`src/rtl/mips_ctrl_pkg.sv`:
```
// Shared types for the multi-cycle MIPS control unit: opcode/funct codes,
// ALU function codes, instruction classes and controller states.
package mips_ctrl_pkg;

    localparam int ALU_OP_WIDTH = 4;

    localparam logic [5:0] OP_RTYPE = 6'h00;
    localparam logic [5:0] OP_J     = 6'h02;
    localparam logic [5:0] OP_BEQ   = 6'h04;
    localparam logic [5:0] OP_BNE   = 6'h05;
    localparam logic [5:0] OP_ADDI  = 6'h08;
    localparam logic [5:0] OP_LW    = 6'h23;
    localparam logic [5:0] OP_SW    = 6'h2B;

    localparam logic [5:0] FN_JR      = 6'h08;
    localparam logic [5:0] FN_SYSCALL = 6'h0C;
    localparam logic [5:0] FN_ADD     = 6'h20;
    localparam logic [5:0] FN_SUB     = 6'h22;
    localparam logic [5:0] FN_AND     = 6'h24;
    localparam logic [5:0] FN_OR      = 6'h25;
    localparam logic [5:0] FN_SLT     = 6'h2A;

    typedef enum logic [ALU_OP_WIDTH-1:0] {
        ALU_ADD = 4'd0,
        ALU_SUB = 4'd1,
        ALU_AND = 4'd2,
        ALU_OR  = 4'd3,
        ALU_SLT = 4'd4
    } alu_op_e;

    typedef enum logic [3:0] {
        CLS_NOP,
        CLS_RTYPE,
        CLS_JR,
        CLS_HALT,
        CLS_ADDI,
        CLS_LW,
        CLS_SW,
        CLS_BEQ,
        CLS_BNE,
        CLS_J,
        CLS_ILLEGAL
    } inst_class_e;

    typedef enum logic [2:0] {
        FETCH,
        DECODE,
        EXEC,
        MEM,
        WB,
        HALT
    } state_e;

endpackage

```
`src/rtl/mips_ctrl_if.sv`:
```
// Control-unit <-> datapath signal bundle. The master side is the controller.
// illegal_inst exists only when MIPS_CTRL_ILLEGAL_TRAP_EN is defined.
interface mips_ctrl_if #(
    parameter int ALU_OP_W = 4
);
    logic [5:0]          opcode;
    logic [5:0]          funct;
    logic                pc_write;
    logic                ir_write;
    logic                memOrReg;
    logic                aluSrc;
    logic [ALU_OP_W-1:0] alu_operation;
    logic                reg_write_enable;
    logic                regDest;
    logic                branch;
    logic                branch_ne;
    logic                jump;
    logic                jump_register;
    logic                mem_write_en;
    logic                halted;
`ifdef MIPS_CTRL_ILLEGAL_TRAP_EN
    logic                illegal_inst;
`endif

    modport master (
        input  opcode, funct,
        output pc_write, ir_write, memOrReg, aluSrc, alu_operation,
        output reg_write_enable, regDest, branch, branch_ne, jump,
        output jump_register, mem_write_en, halted
`ifdef MIPS_CTRL_ILLEGAL_TRAP_EN
        , output illegal_inst
`endif
    );

    modport slave (
        output opcode, funct,
        input  pc_write, ir_write, memOrReg, aluSrc, alu_operation,
        input  reg_write_enable, regDest, branch, branch_ne, jump,
        input  jump_register, mem_write_en, halted
`ifdef MIPS_CTRL_ILLEGAL_TRAP_EN
        , input illegal_inst
`endif
    );

endinterface

```
`src/rtl/mips_ctrl_decoder.sv`:
```
// Combinational instruction decoder: opcode/funct -> instruction class and ALU op.
module mips_ctrl_decoder
    import mips_ctrl_pkg::*;
(
    input  logic [5:0]  opcode,
    input  logic [5:0]  funct,
    output inst_class_e inst_class,
    output alu_op_e     alu_op
);

    always_comb begin
        inst_class = CLS_ILLEGAL;
        alu_op     = ALU_ADD;
        case (opcode)
            OP_RTYPE: begin
                case (funct)
                    FN_ADD:     begin inst_class = CLS_RTYPE; alu_op = ALU_ADD; end
                    FN_SUB:     begin inst_class = CLS_RTYPE; alu_op = ALU_SUB; end
                    FN_AND:     begin inst_class = CLS_RTYPE; alu_op = ALU_AND; end
                    FN_OR:      begin inst_class = CLS_RTYPE; alu_op = ALU_OR;  end
                    FN_SLT:     begin inst_class = CLS_RTYPE; alu_op = ALU_SLT; end
                    FN_JR:      inst_class = CLS_JR;
                    FN_SYSCALL: inst_class = CLS_HALT;
                    default:    inst_class = CLS_ILLEGAL;
                endcase
            end
            OP_ADDI: inst_class = CLS_ADDI;
            OP_LW:   inst_class = CLS_LW;
            OP_SW:   inst_class = CLS_SW;
            OP_BEQ:  begin inst_class = CLS_BEQ; alu_op = ALU_SUB; end
            OP_BNE:  begin inst_class = CLS_BNE; alu_op = ALU_SUB; end
            OP_J:    inst_class = CLS_J;
            default: inst_class = CLS_ILLEGAL;
        endcase
    end

endmodule

```
`src/rtl/mips_ctrl_fsm.sv`:
```
// Multi-cycle MIPS control unit with a fixed-latency data-memory stall.
// Define MIPS_CTRL_ILLEGAL_TRAP_EN to halt on illegal instructions (adds illegal_inst).
//
// state  | meaning
// FETCH  | ir_write, instruction register loads
// DECODE | latch class/alu op; jumps retire here
// EXEC   | ALU operation; branches retire here
// MEM    | data-memory access, MEM_LATENCY cycles
// WB     | register-file write, PC update
// HALT   | stopped until reset
module mips_ctrl_fsm
    import mips_ctrl_pkg::*;
#(
    parameter int MEM_LATENCY = 1,
    parameter int ALU_OP_W    = 4
) (
    input  logic      clk,
    input  logic      rst_b,
    mips_ctrl_if.master bus
);

    localparam logic [3:0] MEM_LAST = 4'(MEM_LATENCY - 1);

    state_e      state_q, state_d;
    inst_class_e cls_q, cls_d;
    alu_op_e     alu_q, alu_d;
    logic [3:0]  cnt_q, cnt_d;
`ifdef MIPS_CTRL_ILLEGAL_TRAP_EN
    logic        illegal_q, illegal_d;
`endif

    inst_class_e dec_cls;
    alu_op_e     dec_alu;

    logic    pcw_c, irw_c, mor_c, asrc_c, rwe_c, rdst_c;
    logic    br_c, bne_c, j_c, jr_c, mwe_c, hlt_c;
    alu_op_e alu_c;

    mips_ctrl_decoder u_decoder (
        .opcode     (bus.opcode),
        .funct      (bus.funct),
        .inst_class (dec_cls),
        .alu_op     (dec_alu)
    );

    always_ff @(posedge clk) begin
        if (!rst_b) begin
            state_q   <= FETCH;
            cls_q     <= CLS_NOP;
            alu_q     <= ALU_ADD;
            cnt_q     <= '0;
`ifdef MIPS_CTRL_ILLEGAL_TRAP_EN
            illegal_q <= 1'b0;
`endif
        end else begin
            state_q   <= state_d;
            cls_q     <= cls_d;
            alu_q     <= alu_d;
            cnt_q     <= cnt_d;
`ifdef MIPS_CTRL_ILLEGAL_TRAP_EN
            illegal_q <= illegal_d;
`endif
        end
    end

    always_comb begin
        state_d   = state_q;
        cls_d     = cls_q;
        alu_d     = alu_q;
        cnt_d     = cnt_q;
`ifdef MIPS_CTRL_ILLEGAL_TRAP_EN
        illegal_d = illegal_q;
`endif
        pcw_c  = 1'b0;
        irw_c  = 1'b0;
        mor_c  = 1'b0;
        asrc_c = 1'b0;
        rwe_c  = 1'b0;
        rdst_c = 1'b0;
        br_c   = 1'b0;
        bne_c  = 1'b0;
        j_c    = 1'b0;
        jr_c   = 1'b0;
        mwe_c  = 1'b0;
        hlt_c  = 1'b0;
        alu_c  = ALU_ADD;

        case (state_q)
            FETCH: begin
                irw_c   = 1'b1;
                state_d = DECODE;
            end
            DECODE: begin
                // opcode is only valid from DECODE on, so this state acts on the live decode
                cls_d = dec_cls;
                alu_d = dec_alu;
                case (dec_cls)
                    CLS_J:    begin j_c  = 1'b1; pcw_c = 1'b1; state_d = FETCH; end
                    CLS_JR:   begin jr_c = 1'b1; pcw_c = 1'b1; state_d = FETCH; end
                    CLS_HALT: state_d = HALT;
                    CLS_ILLEGAL: begin
`ifdef MIPS_CTRL_ILLEGAL_TRAP_EN
                        illegal_d = 1'b1;
                        state_d   = HALT;
`else
                        pcw_c   = 1'b1;
                        state_d = FETCH;
`endif
                    end
                    default:  state_d = EXEC;
                endcase
            end
            EXEC: begin
                alu_c  = alu_q;
                asrc_c = (cls_q == CLS_ADDI) || (cls_q == CLS_LW) || (cls_q == CLS_SW);
                case (cls_q)
                    CLS_BEQ, CLS_BNE: begin
                        br_c    = 1'b1;
                        bne_c   = (cls_q == CLS_BNE);
                        pcw_c   = 1'b1;
                        state_d = FETCH;
                    end
                    CLS_LW, CLS_SW: begin
                        cnt_d   = '0;
                        state_d = MEM;
                    end
                    default: state_d = WB;
                endcase
            end
            MEM: begin
                asrc_c = 1'b1;
                cnt_d  = cnt_q + 4'd1;
                if (cnt_q == MEM_LAST) begin
                    if (cls_q == CLS_SW) begin
                        mwe_c   = 1'b1;
                        pcw_c   = 1'b1;
                        state_d = FETCH;
                    end else begin
                        state_d = WB;
                    end
                end
            end
            WB: begin
                rwe_c   = 1'b1;
                pcw_c   = 1'b1;
                rdst_c  = (cls_q == CLS_RTYPE);
                mor_c   = (cls_q == CLS_LW);
                state_d = FETCH;
            end
            HALT: hlt_c = 1'b1;
            default: state_d = FETCH;
        endcase
    end

    // Everything is forced low while reset is held, including a pending write.
    assign bus.pc_write         = rst_b & pcw_c;
    assign bus.ir_write         = rst_b & irw_c;
    assign bus.memOrReg         = rst_b & mor_c;
    assign bus.aluSrc           = rst_b & asrc_c;
    assign bus.alu_operation    = rst_b ? ALU_OP_W'(alu_c) : '0;
    assign bus.reg_write_enable = rst_b & rwe_c;
    assign bus.regDest          = rst_b & rdst_c;
    assign bus.branch           = rst_b & br_c;
    assign bus.branch_ne        = rst_b & bne_c;
    assign bus.jump             = rst_b & j_c;
    assign bus.jump_register    = rst_b & jr_c;
    assign bus.mem_write_en     = rst_b & mwe_c;
    assign bus.halted           = rst_b & hlt_c;
`ifdef MIPS_CTRL_ILLEGAL_TRAP_EN
    assign bus.illegal_inst     = rst_b & illegal_q;
`endif

endmodule

```
`src/flat_wrapper.sv`:
```
// flat-port wrapper written by rule: the top's interface ports become plain ports
module mips_ctrl_fsm_flat import mips_ctrl_pkg::*;
#(
    parameter int MEM_LATENCY = 1,
    parameter int ALU_OP_W    = 4
)
  (clk, rst_b, bus_opcode, bus_funct, bus_pc_write, bus_ir_write, bus_memOrReg, bus_aluSrc, bus_alu_operation, bus_reg_write_enable, bus_regDest, bus_branch, bus_branch_ne, bus_jump, bus_jump_register, bus_mem_write_en, bus_halted);
  mips_ctrl_if #(.ALU_OP_W(ALU_OP_W)) bus_i ();
  input  logic clk;
  input  logic rst_b;
  input wire logic [$bits(bus_i.opcode)-1:0] bus_opcode;
  input wire logic [$bits(bus_i.funct)-1:0] bus_funct;
  output wire logic [$bits(bus_i.pc_write)-1:0] bus_pc_write;
  output wire logic [$bits(bus_i.ir_write)-1:0] bus_ir_write;
  output wire logic [$bits(bus_i.memOrReg)-1:0] bus_memOrReg;
  output wire logic [$bits(bus_i.aluSrc)-1:0] bus_aluSrc;
  output wire logic [$bits(bus_i.alu_operation)-1:0] bus_alu_operation;
  output wire logic [$bits(bus_i.reg_write_enable)-1:0] bus_reg_write_enable;
  output wire logic [$bits(bus_i.regDest)-1:0] bus_regDest;
  output wire logic [$bits(bus_i.branch)-1:0] bus_branch;
  output wire logic [$bits(bus_i.branch_ne)-1:0] bus_branch_ne;
  output wire logic [$bits(bus_i.jump)-1:0] bus_jump;
  output wire logic [$bits(bus_i.jump_register)-1:0] bus_jump_register;
  output wire logic [$bits(bus_i.mem_write_en)-1:0] bus_mem_write_en;
  output wire logic [$bits(bus_i.halted)-1:0] bus_halted;
  assign bus_i.opcode = bus_opcode;
  assign bus_i.funct = bus_funct;
  assign bus_pc_write = bus_i.pc_write;
  assign bus_ir_write = bus_i.ir_write;
  assign bus_memOrReg = bus_i.memOrReg;
  assign bus_aluSrc = bus_i.aluSrc;
  assign bus_alu_operation = bus_i.alu_operation;
  assign bus_reg_write_enable = bus_i.reg_write_enable;
  assign bus_regDest = bus_i.regDest;
  assign bus_branch = bus_i.branch;
  assign bus_branch_ne = bus_i.branch_ne;
  assign bus_jump = bus_i.jump;
  assign bus_jump_register = bus_i.jump_register;
  assign bus_mem_write_en = bus_i.mem_write_en;
  assign bus_halted = bus_i.halted;
  mips_ctrl_fsm #(.MEM_LATENCY(MEM_LATENCY), .ALU_OP_W(ALU_OP_W)) u_core (.clk(clk), .rst_b(rst_b), .bus(bus_i));
endmodule
```
`config.mk`:
```
export PLATFORM = sky130hd
export DESIGN_NAME = mips_ctrl_fsm_flat
export DESIGN_NICKNAME = d
export VERILOG_FILES = /design/src/rtl/mips_ctrl_pkg.sv /design/src/rtl/mips_ctrl_if.sv /design/src/rtl/mips_ctrl_decoder.sv /design/src/rtl/mips_ctrl_fsm.sv /design/src/flat_wrapper.sv
export SDC_FILE = /design/constraint.sdc
export NUM_CORES = 1
export LEC_CHECK = 0
export BUFFER_PORTS_ARGS = -buffer_cell sky130_fd_sc_hd__buf_4
export CORE_UTILIZATION = 35
export DETAILED_ROUTE_END_ITERATION = 8
export GPL_ROUTABILITY_DRIVEN = 0
export HOLD_SLACK_MARGIN = 0.1
export PLACE_DENSITY = 0.58
export SLEW_MARGIN = 40
export SYNTH_ARGS = -nofsm -noshare
export SYNTH_HDL_FRONTEND = slang
export SYNTH_SLANG_ARGS = --single-unit
```
`constraint.sdc`:
```
create_clock -name clk -period 3 [get_ports clk]
set_clock_uncertainty 0.05 [all_clocks]
set_input_delay 0.15 -clock clk [delete_from_list [all_inputs] [get_ports clk]]
set_output_delay 0.15 -clock clk [all_outputs]
set_load 0.02 [all_outputs]
```
==> impl_metrics.env <==
export IMPL_final_nets=214
export IMPL_hold_path_class="in -> reg"
export IMPL_synth_edf_count=0
export IMPL_diodes=0
export IMPL_crit_path_top_delay_cell="nor3b_1"
export IMPL_num_rows=21
export IMPL_path_class="reg -> out"
export IMPL_dominantRegCellSynth="dfxtp_1"
export IMPL_cap_violations=0
export IMPL_cp_num_buf_inv=2
export IMPL_grt_max_degree=15
export IMPL_setup_viol=0
export IMPL_drt_iter0_markers=70
export IMPL_cp_arrival_ps=2100
export IMPL_port_buffers=28
export IMPL_synthCells=175
export IMPL_cts_tree="yes"
export IMPL_fin_util_pct=44.7
export IMPL_initial_core_util_pct=37.2
export IMPL_slew_violations=0
export IMPL_multi_input_area_sq_um=895
export IMPL_async_flop_share_pct=0
export IMPL_grt_usage_pct=17.8
export IMPL_seq_area_frac_synth_pct=22.2
export IMPL_insertion_delay_ps=290
export IMPL_drcViolationCount=0
export IMPL_cts_sinks=14
export IMPL_avgSynthCellArea_sq_um=7.21
export IMPL_whs_ps=149
export IMPL_grt_pass1_wl_um=5150
export IMPL_antenna_found_initial=0
export IMPL_final_layout_size_suffix_gt1_share_pct=21.3
export IMPL_clk_pin_slew_ps=90
export IMPL_wl_um=3170
export IMPL_timing_fmax_ghz=0.435
export IMPL_period_minus_slack_ps=2300
export IMPL_ios=30
export IMPL_cp_cell_sequence="inv_1 > ha_1 > nor3b_1 > a311oi_1 > a211oi_1 > a2111o_1 > buf_4"
export IMPL_p_leak_nw=0.571
export IMPL_clockBufferDepth=2
export IMPL_slew_headroom_pct=66.2
export IMPL_ys_warn_count=0
export IMPL_first_pass_iters=4
export IMPL_crit_fanout=4
export IMPL_status="finished clean"
export IMPL_seqCellArea_sq_um=280
export IMPL_wire_per_inst_um=13.0
export IMPL_end_kind="output port"
export IMPL_vias_per_cell=5.42
export IMPL_dp_hpwl_um=2460
export IMPL_finalSetupTns_ps=0
export IMPL_syn_to_final_growth_pct=20.1
export IMPL_die_height_um=62.0
export IMPL_irDropWorstVdd_mv=0.197
export IMPL_rsz0062_at_grt="false"
export IMPL_grt_ovfl_total=0
export IMPL_cts_root_buffer_cell="clkbuf_4"
export IMPL_grt_pass1_vias=1154
export IMPL_post_cts_buffers=0
export IMPL_worstMarginPinSlew_ps=506
export IMPL_die_area_sq_um=3850
export IMPL_worst_ep_required_time_ps=2800
export IMPL_hold_violations=0
export IMPL_ys_ff_latch=14
export IMPL_fin_crit_sh_pct=76.6
export IMPL_synth_distinct_cells=53
export IMPL_final_fill_count=350
export IMPL_cts_buffers_inserted=3
export IMPL_htreeDepth=1
export IMPL_antenna_left=0
export IMPL_final_common_cell="buf_4"
export IMPL_core_region_area_sq_um=3390
export IMPL_vias=1318
export IMPL_crit_family="compound AO/OA/AOI/OAI gates"
export IMPL_synth_top_cell_by_area="dfxtp_1"
export IMPL_synth_area_sq_um=1260
export IMPL_synth_net_count=191
export IMPL_synth_top_cell_area_share_pct=22.2
export IMPL_die_w_um=62.0
export IMPL_max_stage_delay_ps=440
export IMPL_startpoint_type="register"
export IMPL_synth_area_leaders="dfxtp_1 (22%), nor2_1 (7.4%), nand2_1 (5.4%), nand2b_1 (4.0%), a21oi_1 (3.6%)"
export IMPL_final_cell_mix="buf_4 (28), nor2_1 (25), nand2_1 (18), dfxtp_1 (14), a21oi_1 (9)"
export IMPL_power_density_nw_per_um2=306
==> area by class of cell <==
type	instances	share of cell area [%]
multi-input cells	143	59.0
clock buffers	4	2.39
well taps	46	3.80
inverters	7	1.73
repair buffers	29	14.5
flip-flops and latches	14	18.5
==> per-layer routing <==
metal,share of wire [%],track usage (%),vias up
met5,0,0,-
met4,1.7,4.76,0
met3,6.7,3.52,6
met2,44,27.7,58
met1,48,25.1,586
li1,-,-,668
==> registers in the layout, summed over array words and instances, names as in the netlist <==
| signal | count |
|---|---|
| u_core.cls_q | 4 |
| u_core.cnt_q | 4 |
| u_core.alu_q | 3 |
| u_core.state_q | 3 |
==> cells in the mapped netlist, drive strengths merged (4+ instances only) <==
| cell | number |
|---|---|
| nor2 | 25 |
| nand2 | 19 |
| dfxtp | 14 |
| a21oi | 9 |
| nand2b | 8 |
| nor3 | 8 |
| clkbuf | 7 |
| inv | 7 |
| and2 | 6 |
| nand3 | 6 |
| nor4 | 5 |
| a211oi | 4 |
| buf | 4 |
| nor2b | 4 |
| o21ai | 4 |
==> power by group <==
part           leakage (nW)  total, mW  switching (mW)  internal (mW)
logic                 0.436      0.113          0.0639         0.0495
registers             0.114      0.210          0.0157          0.194
clock network        0.0210      0.140          0.0662         0.0739
total                 0.571      0.463           0.146          0.317
==> stage by stage <==
step                      total power, mW  cells  instance area [sq um]  setup WS, ps
after floorplan                     0.290    175                   1260          1040
after global placement              0.324    238                   1470          1030
after detailed placement            0.325    238                   1470          1000
after CTS                           0.467    243                   1520           703
after global routing                0.491    243                   1520           571
final                               0.463    243                   1520           702
==> worst paths after layout <==
kind,slack (ps),cells past startpoint,from,end
worst max-delay path,700,7,u_core.cnt_q[0]$_SDFFE_PN0P_,bus_pc_write
worst min-delay path,150,4,bus_funct[3],u_core.alu_q[0]$_SDFFE_PN0P_
worst max register to register,1330,6,u_core.cnt_q[0]$_SDFFE_PN0P_,u_core.state_q[2]$_SDFFE_PN0P_
worst min register to register,420,2,u_core.alu_q[1]$_SDFFE_PN0P_,u_core.alu_q[1]$_SDFFE_PN0P_
==> logic make-up (layout without fill, tap and decap cells) <==
logic type | count (synthesis) | in the layout | share of synthesized area, %
buf+inv | 18 | 40 | 6.85
mux | 1 | 1 | 0.893
compound gates | 39 | 39 | 23.9
simple gates | 95 | 95 | 40.4
flops | 14 | 14 | 22.2
other cells | 1 | 1 | 0.297
xor+xnor | 5 | 5 | 3.47
fa+ha+maj | 2 | 2 | 1.98
==> timing repair <==
action	CTS	global route
gates resized for setup	0	0
hold buffers	1	0
hold endpoints to repair	1	0
==> worst reg2reg max path, delay by kind of cell, from the launching register on <==
| family | cells | cell delay [ps] |
|---|---|---|
| AOI/OAI and AO/OA | 2 | 400 |
| DFF | 1 | 350 |
| adders and majority gates | 1 | 140 |
| and+or+nand+nor | 2 | 580 |
| buffers and inverters | 1 | 80 |
(Power assumes the default switching activity.)
